===== config.mk =====
export PLATFORM = sky130hd
export DESIGN_NAME = fetch_prefetch_queue_flat
export DESIGN_NICKNAME = d
export VERILOG_FILES = /design/src/rtl/fetch_prefetch_queue_pkg.sv /design/src/rtl/fetch_prefetch_queue_if.sv /design/src/rtl/fetch_prefetch_queue_fifo.sv /design/src/rtl/fetch_prefetch_queue.sv /design/src/flat_wrapper.sv
export SDC_FILE = /design/constraint.sdc
export NUM_CORES = 1
export LEC_CHECK = 0
export CAP_MARGIN = 20
export CORE_MARGIN = 3
export CORE_UTILIZATION = 60
export CTS_CLUSTER_SIZE = 10
export DETAILED_ROUTE_END_ITERATION = 16
export GPL_TIMING_DRIVEN = 0
export PLACE_DENSITY_LB_ADDON = 0.25
export SLEW_MARGIN = 25
export SYNTH_ARGS = -nofsm -noshare
export SYNTH_HDL_FRONTEND = slang
export SYNTH_SLANG_ARGS = --single-unit

===== constraint.sdc =====
create_clock -name clk -period 6.1 [get_ports clk]
set_input_delay 1.22 -clock clk [delete_from_list [all_inputs] [get_ports clk]]
set_output_delay 1.22 -clock clk [all_outputs]
set_load 0.01 [all_outputs]

===== src/rtl/fetch_prefetch_queue_pkg.sv =====
// Shared types for the instruction prefetch front end: FSM states, queue entry
// layout, opcodes and J/B immediate decoders. FETCH_BTFN_EN adds pred_taken to entries.
package fetch_pkg;

    localparam int FETCH_XLEN = 32;

    localparam logic [6:0] OP_JAL    = 7'b1101111;
    localparam logic [6:0] OP_BRANCH = 7'b1100011;

    typedef enum logic [1:0] {
        IDLE = 2'd0,
        WAIT = 2'd1,
        DROP = 2'd2
    } fetch_state_e;

    typedef struct packed {
        logic [FETCH_XLEN-1:0] pc;
        logic [FETCH_XLEN-1:0] ins;
`ifdef FETCH_BTFN_EN
        logic                  pred_taken;
`endif
    } fetch_entry_t;

    function automatic logic [31:0] imm_j(input logic [31:0] ins);
        return {{12{ins[31]}}, ins[19:12], ins[20], ins[30:21], 1'b0};
    endfunction

    function automatic logic [31:0] imm_b(input logic [31:0] ins);
        return {{20{ins[31]}}, ins[7], ins[30:25], ins[11:8], 1'b0};
    endfunction

endpackage


===== src/rtl/fetch_prefetch_queue_if.sv =====
// Fetch front-end bus: instruction-memory request/response, redirect and the
// decode-side valid/ready head. pred_taken exists only with FETCH_BTFN_EN.
interface fetch_prefetch_queue_if #(
    parameter int XLEN  = 32,
    parameter int DEPTH = 4
);
    localparam int CW = $clog2(DEPTH) + 1;

    logic            imem_req_valid;
    logic [XLEN-1:0] imem_req_addr;
    logic            imem_req_ready;
    logic            imem_rsp_valid;
    logic [XLEN-1:0] imem_rsp_data;
    logic            redirect_valid;
    logic [XLEN-1:0] redirect_pc;
    logic            ins_valid;
    logic [XLEN-1:0] ins;
    logic [XLEN-1:0] ins_pc;
    logic            ins_ready;
    logic [CW-1:0]   count;
`ifdef FETCH_BTFN_EN
    logic            pred_taken;

    modport master (
        output imem_req_valid, imem_req_addr, ins_valid, ins, ins_pc, count, pred_taken,
        input  imem_req_ready, imem_rsp_valid, imem_rsp_data, redirect_valid, redirect_pc, ins_ready
    );
    modport slave (
        input  imem_req_valid, imem_req_addr, ins_valid, ins, ins_pc, count, pred_taken,
        output imem_req_ready, imem_rsp_valid, imem_rsp_data, redirect_valid, redirect_pc, ins_ready
    );
`else
    modport master (
        output imem_req_valid, imem_req_addr, ins_valid, ins, ins_pc, count,
        input  imem_req_ready, imem_rsp_valid, imem_rsp_data, redirect_valid, redirect_pc, ins_ready
    );
    modport slave (
        input  imem_req_valid, imem_req_addr, ins_valid, ins, ins_pc, count,
        output imem_req_ready, imem_rsp_valid, imem_rsp_data, redirect_valid, redirect_pc, ins_ready
    );
`endif
endinterface


===== src/rtl/fetch_prefetch_queue_fifo.sv =====
// DEPTH-entry FIFO with synchronous flush; head is read straight from the
// storage registers so it carries no combinational path from the push side.
module fetch_fifo #(
    parameter  int DEPTH = 4,
    parameter  int W     = 64,
    localparam int AW    = $clog2(DEPTH),
    localparam int CW    = AW + 1
) (
    input  logic          clk,
    input  logic          rst_n,
    input  logic          flush,
    input  logic          push,
    input  logic [W-1:0]  push_data,
    input  logic          pop,
    output logic [W-1:0]  head,
    output logic [CW-1:0] count
);
    logic [W-1:0]  mem_q [DEPTH];
    logic [W-1:0]  mem_d [DEPTH];
    logic [AW-1:0] wr_ptr_q, wr_ptr_d;
    logic [AW-1:0] rd_ptr_q, rd_ptr_d;
    logic [CW-1:0] count_q, count_d;

    always_comb begin
        mem_d    = mem_q;
        wr_ptr_d = wr_ptr_q;
        rd_ptr_d = rd_ptr_q;
        count_d  = count_q;
        if (flush) begin
            wr_ptr_d = '0;
            rd_ptr_d = '0;
            count_d  = '0;
        end else begin
            if (push) begin
                mem_d[wr_ptr_q] = push_data;
                wr_ptr_d        = wr_ptr_q + AW'(1);
            end
            if (pop) rd_ptr_d = rd_ptr_q + AW'(1);
            count_d = count_q + CW'(push) - CW'(pop);
        end
    end

    always_ff @(posedge clk) begin
        if (!rst_n) begin
            mem_q    <= '{default: '0};
            wr_ptr_q <= '0;
            rd_ptr_q <= '0;
            count_q  <= '0;
        end else begin
            mem_q    <= mem_d;
            wr_ptr_q <= wr_ptr_d;
            rd_ptr_q <= rd_ptr_d;
            count_q  <= count_d;
        end
    end

    assign head  = mem_q[rd_ptr_q];
    assign count = count_q;

endmodule


===== src/rtl/fetch_prefetch_queue.sv =====
// Instruction prefetch front end: one outstanding imem request, responses queued
// with their PC, redirect flushes everything. FETCH_BTFN_EN enables BTFN prediction.
module fetch_prefetch_queue
    import fetch_pkg::*;
#(
    parameter int              XLEN     = 32,
    parameter int              DEPTH    = 4,
    parameter logic [XLEN-1:0] RESET_PC = '0
) (
    input  logic                          clk,
    input  logic                          rst_n,
    fetch_prefetch_queue_if.master        bus
);
    localparam int CW = $clog2(DEPTH) + 1;
    localparam int EW = $bits(fetch_entry_t);

    fetch_state_e    state_q, state_d;
    logic [XLEN-1:0] fetch_pc_q, fetch_pc_d;
    logic [XLEN-1:0] req_pc_q, req_pc_d;

    logic            req_valid, accept, push, pop, redirect;
    logic [CW-1:0]   count;
    fetch_entry_t    push_entry, head_entry;

    assign redirect = bus.redirect_valid;

    // Only issue when a slot is guaranteed free for the response.
    assign req_valid = rst_n && (state_q == IDLE) && (count < CW'(DEPTH)) && !redirect;
    assign accept    = req_valid && bus.imem_req_ready;
    assign push      = (state_q == WAIT) && bus.imem_rsp_valid && !redirect;
    assign pop       = (count != '0) && bus.ins_ready && !redirect;

`ifdef FETCH_BTFN_EN
    logic [6:0]      opcode;
    logic            pred;
    logic [XLEN-1:0] target;

    assign opcode = bus.imem_rsp_data[6:0];
    assign pred   = (opcode == OP_JAL) || ((opcode == OP_BRANCH) && bus.imem_rsp_data[31]);
    assign target = req_pc_q + ((opcode == OP_JAL) ? imm_j(bus.imem_rsp_data)
                                                    : imm_b(bus.imem_rsp_data));
`endif

    always_comb begin
        push_entry     = '0;
        push_entry.pc  = req_pc_q;
        push_entry.ins = bus.imem_rsp_data;
`ifdef FETCH_BTFN_EN
        push_entry.pred_taken = pred;
`endif
    end

    always_comb begin
        state_d    = state_q;
        fetch_pc_d = fetch_pc_q;
        req_pc_d   = req_pc_q;
        case (state_q)
            IDLE: if (accept) begin
                state_d    = WAIT;
                req_pc_d   = fetch_pc_q;
                fetch_pc_d = fetch_pc_q + XLEN'(4);
            end
            WAIT: begin
                if (bus.imem_rsp_valid) state_d = IDLE;
                else if (redirect)      state_d = DROP;
            end
            DROP: if (bus.imem_rsp_valid) state_d = IDLE;
            default: state_d = IDLE;
        endcase
`ifdef FETCH_BTFN_EN
        if (push && pred) fetch_pc_d = target;
`endif
        if (redirect) fetch_pc_d = bus.redirect_pc & ~XLEN'(3);
    end

    always_ff @(posedge clk) begin
        if (!rst_n) begin
            state_q    <= IDLE;
            fetch_pc_q <= RESET_PC;
            req_pc_q   <= '0;
        end else begin
            state_q    <= state_d;
            fetch_pc_q <= fetch_pc_d;
            req_pc_q   <= req_pc_d;
        end
    end

    fetch_fifo #(
        .DEPTH (DEPTH),
        .W     (EW)
    ) u_fifo (
        .clk       (clk),
        .rst_n     (rst_n),
        .flush     (redirect),
        .push      (push),
        .push_data (push_entry),
        .pop       (pop),
        .head      (head_entry),
        .count     (count)
    );

    assign bus.imem_req_valid = req_valid;
    assign bus.imem_req_addr  = fetch_pc_q;
    assign bus.ins_valid      = (count != '0);
    assign bus.ins            = head_entry.ins;
    assign bus.ins_pc         = head_entry.pc;
    assign bus.count          = count;
`ifdef FETCH_BTFN_EN
    assign bus.pred_taken     = head_entry.pred_taken;
`endif

endmodule


===== src/flat_wrapper.sv =====
// flat-port wrapper written by rule: the top's interface ports become plain ports
module fetch_prefetch_queue_flat import fetch_pkg::*;
#(
    parameter int              XLEN     = 32,
    parameter int              DEPTH    = 4,
    parameter logic [XLEN-1:0] RESET_PC = '0
)
  (clk, rst_n, bus_imem_req_valid, bus_imem_req_addr, bus_ins_valid, bus_ins, bus_ins_pc, bus_count, bus_imem_req_ready, bus_imem_rsp_valid, bus_imem_rsp_data, bus_redirect_valid, bus_redirect_pc, bus_ins_ready);
  fetch_prefetch_queue_if #(.XLEN(XLEN), .DEPTH(DEPTH)) bus_i ();
  input  logic clk;
  input  logic rst_n;
  output wire logic [$bits(bus_i.imem_req_valid)-1:0] bus_imem_req_valid;
  output wire logic [$bits(bus_i.imem_req_addr)-1:0] bus_imem_req_addr;
  output wire logic [$bits(bus_i.ins_valid)-1:0] bus_ins_valid;
  output wire logic [$bits(bus_i.ins)-1:0] bus_ins;
  output wire logic [$bits(bus_i.ins_pc)-1:0] bus_ins_pc;
  output wire logic [$bits(bus_i.count)-1:0] bus_count;
  input wire logic [$bits(bus_i.imem_req_ready)-1:0] bus_imem_req_ready;
  input wire logic [$bits(bus_i.imem_rsp_valid)-1:0] bus_imem_rsp_valid;
  input wire logic [$bits(bus_i.imem_rsp_data)-1:0] bus_imem_rsp_data;
  input wire logic [$bits(bus_i.redirect_valid)-1:0] bus_redirect_valid;
  input wire logic [$bits(bus_i.redirect_pc)-1:0] bus_redirect_pc;
  input wire logic [$bits(bus_i.ins_ready)-1:0] bus_ins_ready;
  assign bus_imem_req_valid = bus_i.imem_req_valid;
  assign bus_imem_req_addr = bus_i.imem_req_addr;
  assign bus_ins_valid = bus_i.ins_valid;
  assign bus_ins = bus_i.ins;
  assign bus_ins_pc = bus_i.ins_pc;
  assign bus_count = bus_i.count;
  assign bus_i.imem_req_ready = bus_imem_req_ready;
  assign bus_i.imem_rsp_valid = bus_imem_rsp_valid;
  assign bus_i.imem_rsp_data = bus_imem_rsp_data;
  assign bus_i.redirect_valid = bus_redirect_valid;
  assign bus_i.redirect_pc = bus_redirect_pc;
  assign bus_i.ins_ready = bus_ins_ready;
  fetch_prefetch_queue #(.XLEN(XLEN), .DEPTH(DEPTH), .RESET_PC(RESET_PC)) u_core (.clk(clk), .rst_n(rst_n), .bus(bus_i));
endmodule

After elaboration in Yosys (flattened, before gate mapping)
Index checks and enable logic that the tools add are counted.
Cells by class
  bitwise operators: 4
  equality and inequality tests: 5
  mux-type cells: 14
  order comparisons: 4
  reductions and logical operators: 19
  add/subtract/negate cells: 5
Operators with widths (number)
  $bwmux W256: 1
  $mux W64: 3
  $bmux W64 S2: 1
  $demux W64 S2: 1
  $mux W32: 3
  $add A32 B3 Y32 const B: 1
  $logic_and A1 B1 Y1: 9
  $mux W2: 4
  $ge A3 B3 Y1 const B: 2
  $not A2 Y3: 2
  $pmux W2 S3: 1
  $reduce_and A2 Y1: 3
  $add A2 B1 Y2 const B: 2
  $reduce_bool A2 Y1: 2
  $add A3 B1 Y3: 1
  $lt A3 B1 Y1 const B: 1
  $lt A3 B3 Y1 const B: 1
  $ne A3 B3 Y1 const B: 1
  $reduce_and A3 Y1: 1
  $reduce_bool A3 Y1: 1
  $sub A3 B1 Y3: 1
  $eq A2 B1 Y1 const B: 1
  $eq A2 B2 Y1 const B: 1
  $logic_not A2 Y1: 1
  other kinds (5): 6
Storage, ports and cells
  output and inout port bits: 101
  register bits: 329
  word-level logic and storage cells: 62
  input bits: 70

Logic depth before layout (Yosys ltp)
  word-level depth: 8
  mapped depth: 11
  mapped depth without buffers: 11

Hierarchy
Synthesis repeated with hierarchy kept, for this count alone.
Unflattened totals
  cell total of the unflattened synthesis: 1396
  area, all modules: 14313.7 um^2
By module, submodules not included
  fetch_fifo: times used 1, area an instance 11370.9 um^2, cells an instance 1016, sequential area each 5265.0 um^2
  fetch_prefetch_queue: times used 1, area an instance 2942.8 um^2, cells an instance 380, sequential area each 1241.2 um^2

Worst setup path after synthesis
No wires, ideal clock.
  path kind: input port to output port
  start point: input port bus_redirect_valid
  end point: output port bus_imem_req_valid
  data required time: 4880 ps
  slack: 2753 ps
  stages: 4
  arrival: 2127 ps
  path buffers: 2
  path through: clkbuf_1 -> nand2b_1 -> clkbuf_1 -> nor4_1
Between the ends
  longest elaborated chain between the ends: 2
RTL lines
  start, declared: line flat_wrapper.sv:21  | input wire logic [$bits(bus_i.redirect_valid)-1:0] bus_redirect_valid;
  $logic_not A1 Y1: line fetch_prefetch_queue.sv:28  | assign req_valid = rst_n && (state_q == IDLE) && (count < CW'(DEPTH)) && !redirect;
  $logic_and A1 B1 Y1: line fetch_prefetch_queue.sv:28
  end, declared: line flat_wrapper.sv:12  | output wire logic [$bits(bus_i.imem_req_valid)-1:0] bus_imem_req_valid;
Every way passes these cells.

Worst setup path in the final report
  start point: register u_core.u_fifo.rd_ptr_q[1]
  end point: output port bus_ins_pc[11]
Between the ends
  longest elaborated chain between the ends: 4
RTL lines
  start, declared: line fetch_prefetch_queue_fifo.sv:21  | logic [AW-1:0] rd_ptr_q, rd_ptr_d;
  start signal, assigned: line fetch_prefetch_queue_fifo.sv:52  | rd_ptr_q <= rd_ptr_d;
  $not A2 Y3 (implied by the code): line fetch_prefetch_queue_fifo.sv:57  | assign head = mem_q[rd_ptr_q];
  $bmux W64 S2: line fetch_prefetch_queue_fifo.sv:57
  $mux W64 (implied by the code) (2 in a row): line fetch_prefetch_queue_fifo.sv:57
  end, declared: line flat_wrapper.sv:16  | output wire logic [$bits(bus_i.ins_pc)-1:0] bus_ins_pc;
Every way passes these cells. The select of a mux whose other input is x is not followed.

==> metrics <==
gr usage total 31.9%; setup violation total in the final timing report 0; hold violation count in the final report 0; CTS-repair resized insts 0; skew final 9.56 ps; Avg Synthesized Cell Area 8.83 sq um; initial standard-cell utilization of the core 62.2%; RSZ-0062 raised after global routing false; worst setup timing slack at the placement stage 1710 ps; number of buffers created by CTS 37; category of the most critical setup path reg2out; P_leak 5.38 nW; vias post-DR 12200; core area 22200 sq um; largest incremental delay on the critical path 730 ps; clock latency on the worst-skew pair 510 ps; vertical die dimension 158 um; data required time at the worst endpoint 4880 ps; worst max-slew margin expressed relative to the limit 30.2%; accumulated negative setup slack 0 ps; vias per inst 5.94; status finished clean; total design power 4.24 mW; Clock transition at path regs 60 ps; final core area utilization 75.4%; Post-DRT Antenna Nets 0; max capacitance violation total 0; share of synthesized registers carrying an async set or reset 0%; final setup slack of the worst path 1640 ps; library cells used by synthesis 45; fraction of layout cells with a size suffix above 1 6.61%; peak supply drop 0.200 mV; Longest Clk Path Bufs 3; HP Class reg2reg; number of diodes 0; top cells by count, synth 596 x nand2_1, 317 x dfxtp_1, 279 x a21boi_0; cell type contributing the most total cell area after synthesis dfxtp_1; width of the die 158 um; most used flip-flop cell after synthesis dfxtp_1; Critical Path Sink Type output pin; cell row count 54; buffers plus inverters on the worst setup path 3; count of mapped cells out of synthesis 1566; power density relative to cell area 253 nW/um^2; fraction of post-synthesis cell area in the top cell type by area 45.9%; arrival time at the worst endpoint 3240 ps; via count of the first global-routing pass 12300; dpl cells 2012; setup bufs post-CTS 0; clock root buffer master clkbuf_16; clock tree sinks 317; HPWL reported at the end of detailed placement 26800 um; largest net degree at the start of global routing 11; H-Tree Depth 2; slew at the pin closest to its max-slew limit 1040 ps; most area-consuming cells after synthesis dfxtp_1 46%, nand2_1 16%, a21boi_0 15%; number of buffers added on ports 163; post-synthesis sequential element count 317; critical path startpoint category flop; CTS tree built; Pre-Repair DR Iteration Count 7; cell chain of the critical path clkbuf_1 > buf_1 > mux4_2 > clkdlybuf4s50_1; final non-filler cell total 2051; CP top delay family buffers and inverters; final critical-path required period 4460 ps; relative area change from synthesis to final layout 21.2%; drc violations 0; crit-path max FO 10; crit path max-delay cell type buf_1; number of design-rule violations left by the first detailed-router iteration 1213; total length of routed wires 39800 um; hold_buf cts 0; Pins Over Slew Limit 0; part of the Yosys area used for sequential elements 45.9%; most repeated cell in the gate-level netlist after synthesis nand2_1; first-pass GRT wire length 63100 um; final period utilization 73.1%; area of the die 24900 sq um; remaining global-route overflow 0; number of ports placed on the die boundary 171; initial antenna violation count 0; Routed wire per std cell 19.4 um; number of nets in the finished design 1849; gpl congestion 0.944; maximum operating frequency 0.224 GHz; number of synthesized flops with an enable pin 0; Syn. warnings 0; Mapped Area 13800 sq um
placed cells by master, fill, tap and decap left out, types with 2 or more instances in the layout:
cell type | synthesis | routed
nand2_1 | 596 | 596
dfxtp_1 | 317 | 317
a21boi_0 | 279 | 279
clkdlybuf4s50_1 | 0 | 163
clkbuf_1 | 106 | 107
mux4_2 | 62 | 62
clkbuf_16 | 0 | 37
o21ai_0 | 27 | 27
nand4_1 | 16 | 16
xor2_1 | 16 | 16
nor2_1 | 15 | 15
and2_1 | 12 | 12
xnor2_1 | 12 | 12
a21oi_1 | 11 | 11
nand3_1 | 10 | 10
inv_1 | 9 | 9
buf_2 | 9 | 9
nor3_1 | 9 | 9
and3_1 | 7 | 7
ha_1 | 7 | 7
mux2i_1 | 5 | 5
nor4_1 | 4 | 4
buf_4 | 4 | 4
conb_1 | 1 | 4
buf_1 | 3 | 3
nor2b_1 | 3 | 3
a22o_1 | 3 | 3
a31oi_1 | 3 | 3
and4_1 | 2 | 2
stage by stage:
stage / area (sq um) / hold WS, ps
3_3_place_gp: 15800 / 447
3_5_place_dp: 15800 / 455
5_1_grt: 16800 / 476
2_1_floorplan: 13800 / 440
4_1_cts: 16800 / 462
6_report: 16800 / 461
cells by family after synthesis:
logic type,after synthesis,share of synthesized area (%)
AOI/OAI and AO/OA,330,17.3
xor gates and xnor gates,28,1.77
adders and majority gates,8,0.778
buffers and inverters,132,3.83
DFF,317,45.9
muxes,67,10.5
other,1,0.0271
and+or+nand+nor,683,19.9
sequential cells by signal, summed over array words and instances (netlist names):
register / cells
u_core.state_q: 2
u_core.u_fifo.count: 3
u_core.bus.imem_req_addr: 30
u_core.req_pc_q: 30
u_core.u_fifo.wr_ptr_q: 2
u_core.u_fifo.rd_ptr_q: 2
u_core.u_fifo.mem_q: 248
cell type report:
cell class / instances / area [sq um]
sequential: 317 / 6350
buffer: 123 / 495
inverter: 9 / 33.8
fill: 1537 / 5470
timing repair buffer: 163 / 1630
multi-input combinational: 1120 / 6960
tap: 280 / 350
clock buffer: 39 / 943
final timing paths:
path	from	to	slack, ps	cells after the start
min	u_core.u_fifo.mem_q[19]	u_core.u_fifo.mem_q[19]	460	2
max	u_core.u_fifo.rd_ptr_q[1]	bus_ins_pc[11]	1640	4
min reg2reg	u_core.u_fifo.mem_q[19]	u_core.u_fifo.mem_q[19]	460	2
max reg2reg	u_core.state_q[1]	u_core.u_fifo.mem_q[129]	3410	7
power breakdown:
part | switching [mW] | internal [mW] | total, mW
combinational | 0.122 | 0.121 | 0.243
sequential | 0.0315 | 2.09 | 2.12
clock | 0.791 | 1.08 | 1.87
total | 0.945 | 3.29 | 4.24
worst reg2reg max path, cell delays in order, from the launching register on:
cell and delay [ps]:
dfxtp_1 360, nand3b_1 260, nor2_1 410, and2_1 190, clkbuf_1 530, clkbuf_1 530
nand2_1 120, a21boi_0 200
routing by layer:
| layer | global-route usage (%) | vias to the layer above | wire (um) |
|---|---|---|---|
| met1 | 42.8 | 5763 | 15900 |
| li1 | - | 5640 | - |
| met2 | 51.9 | 673 | 18700 |
| met3 | 5.60 | 114 | 3960 |
| met5 | 0.595 | - | 0 |
| met4 | 12.2 | 0 | 1190 |
(Power assumes the default switching activity.)
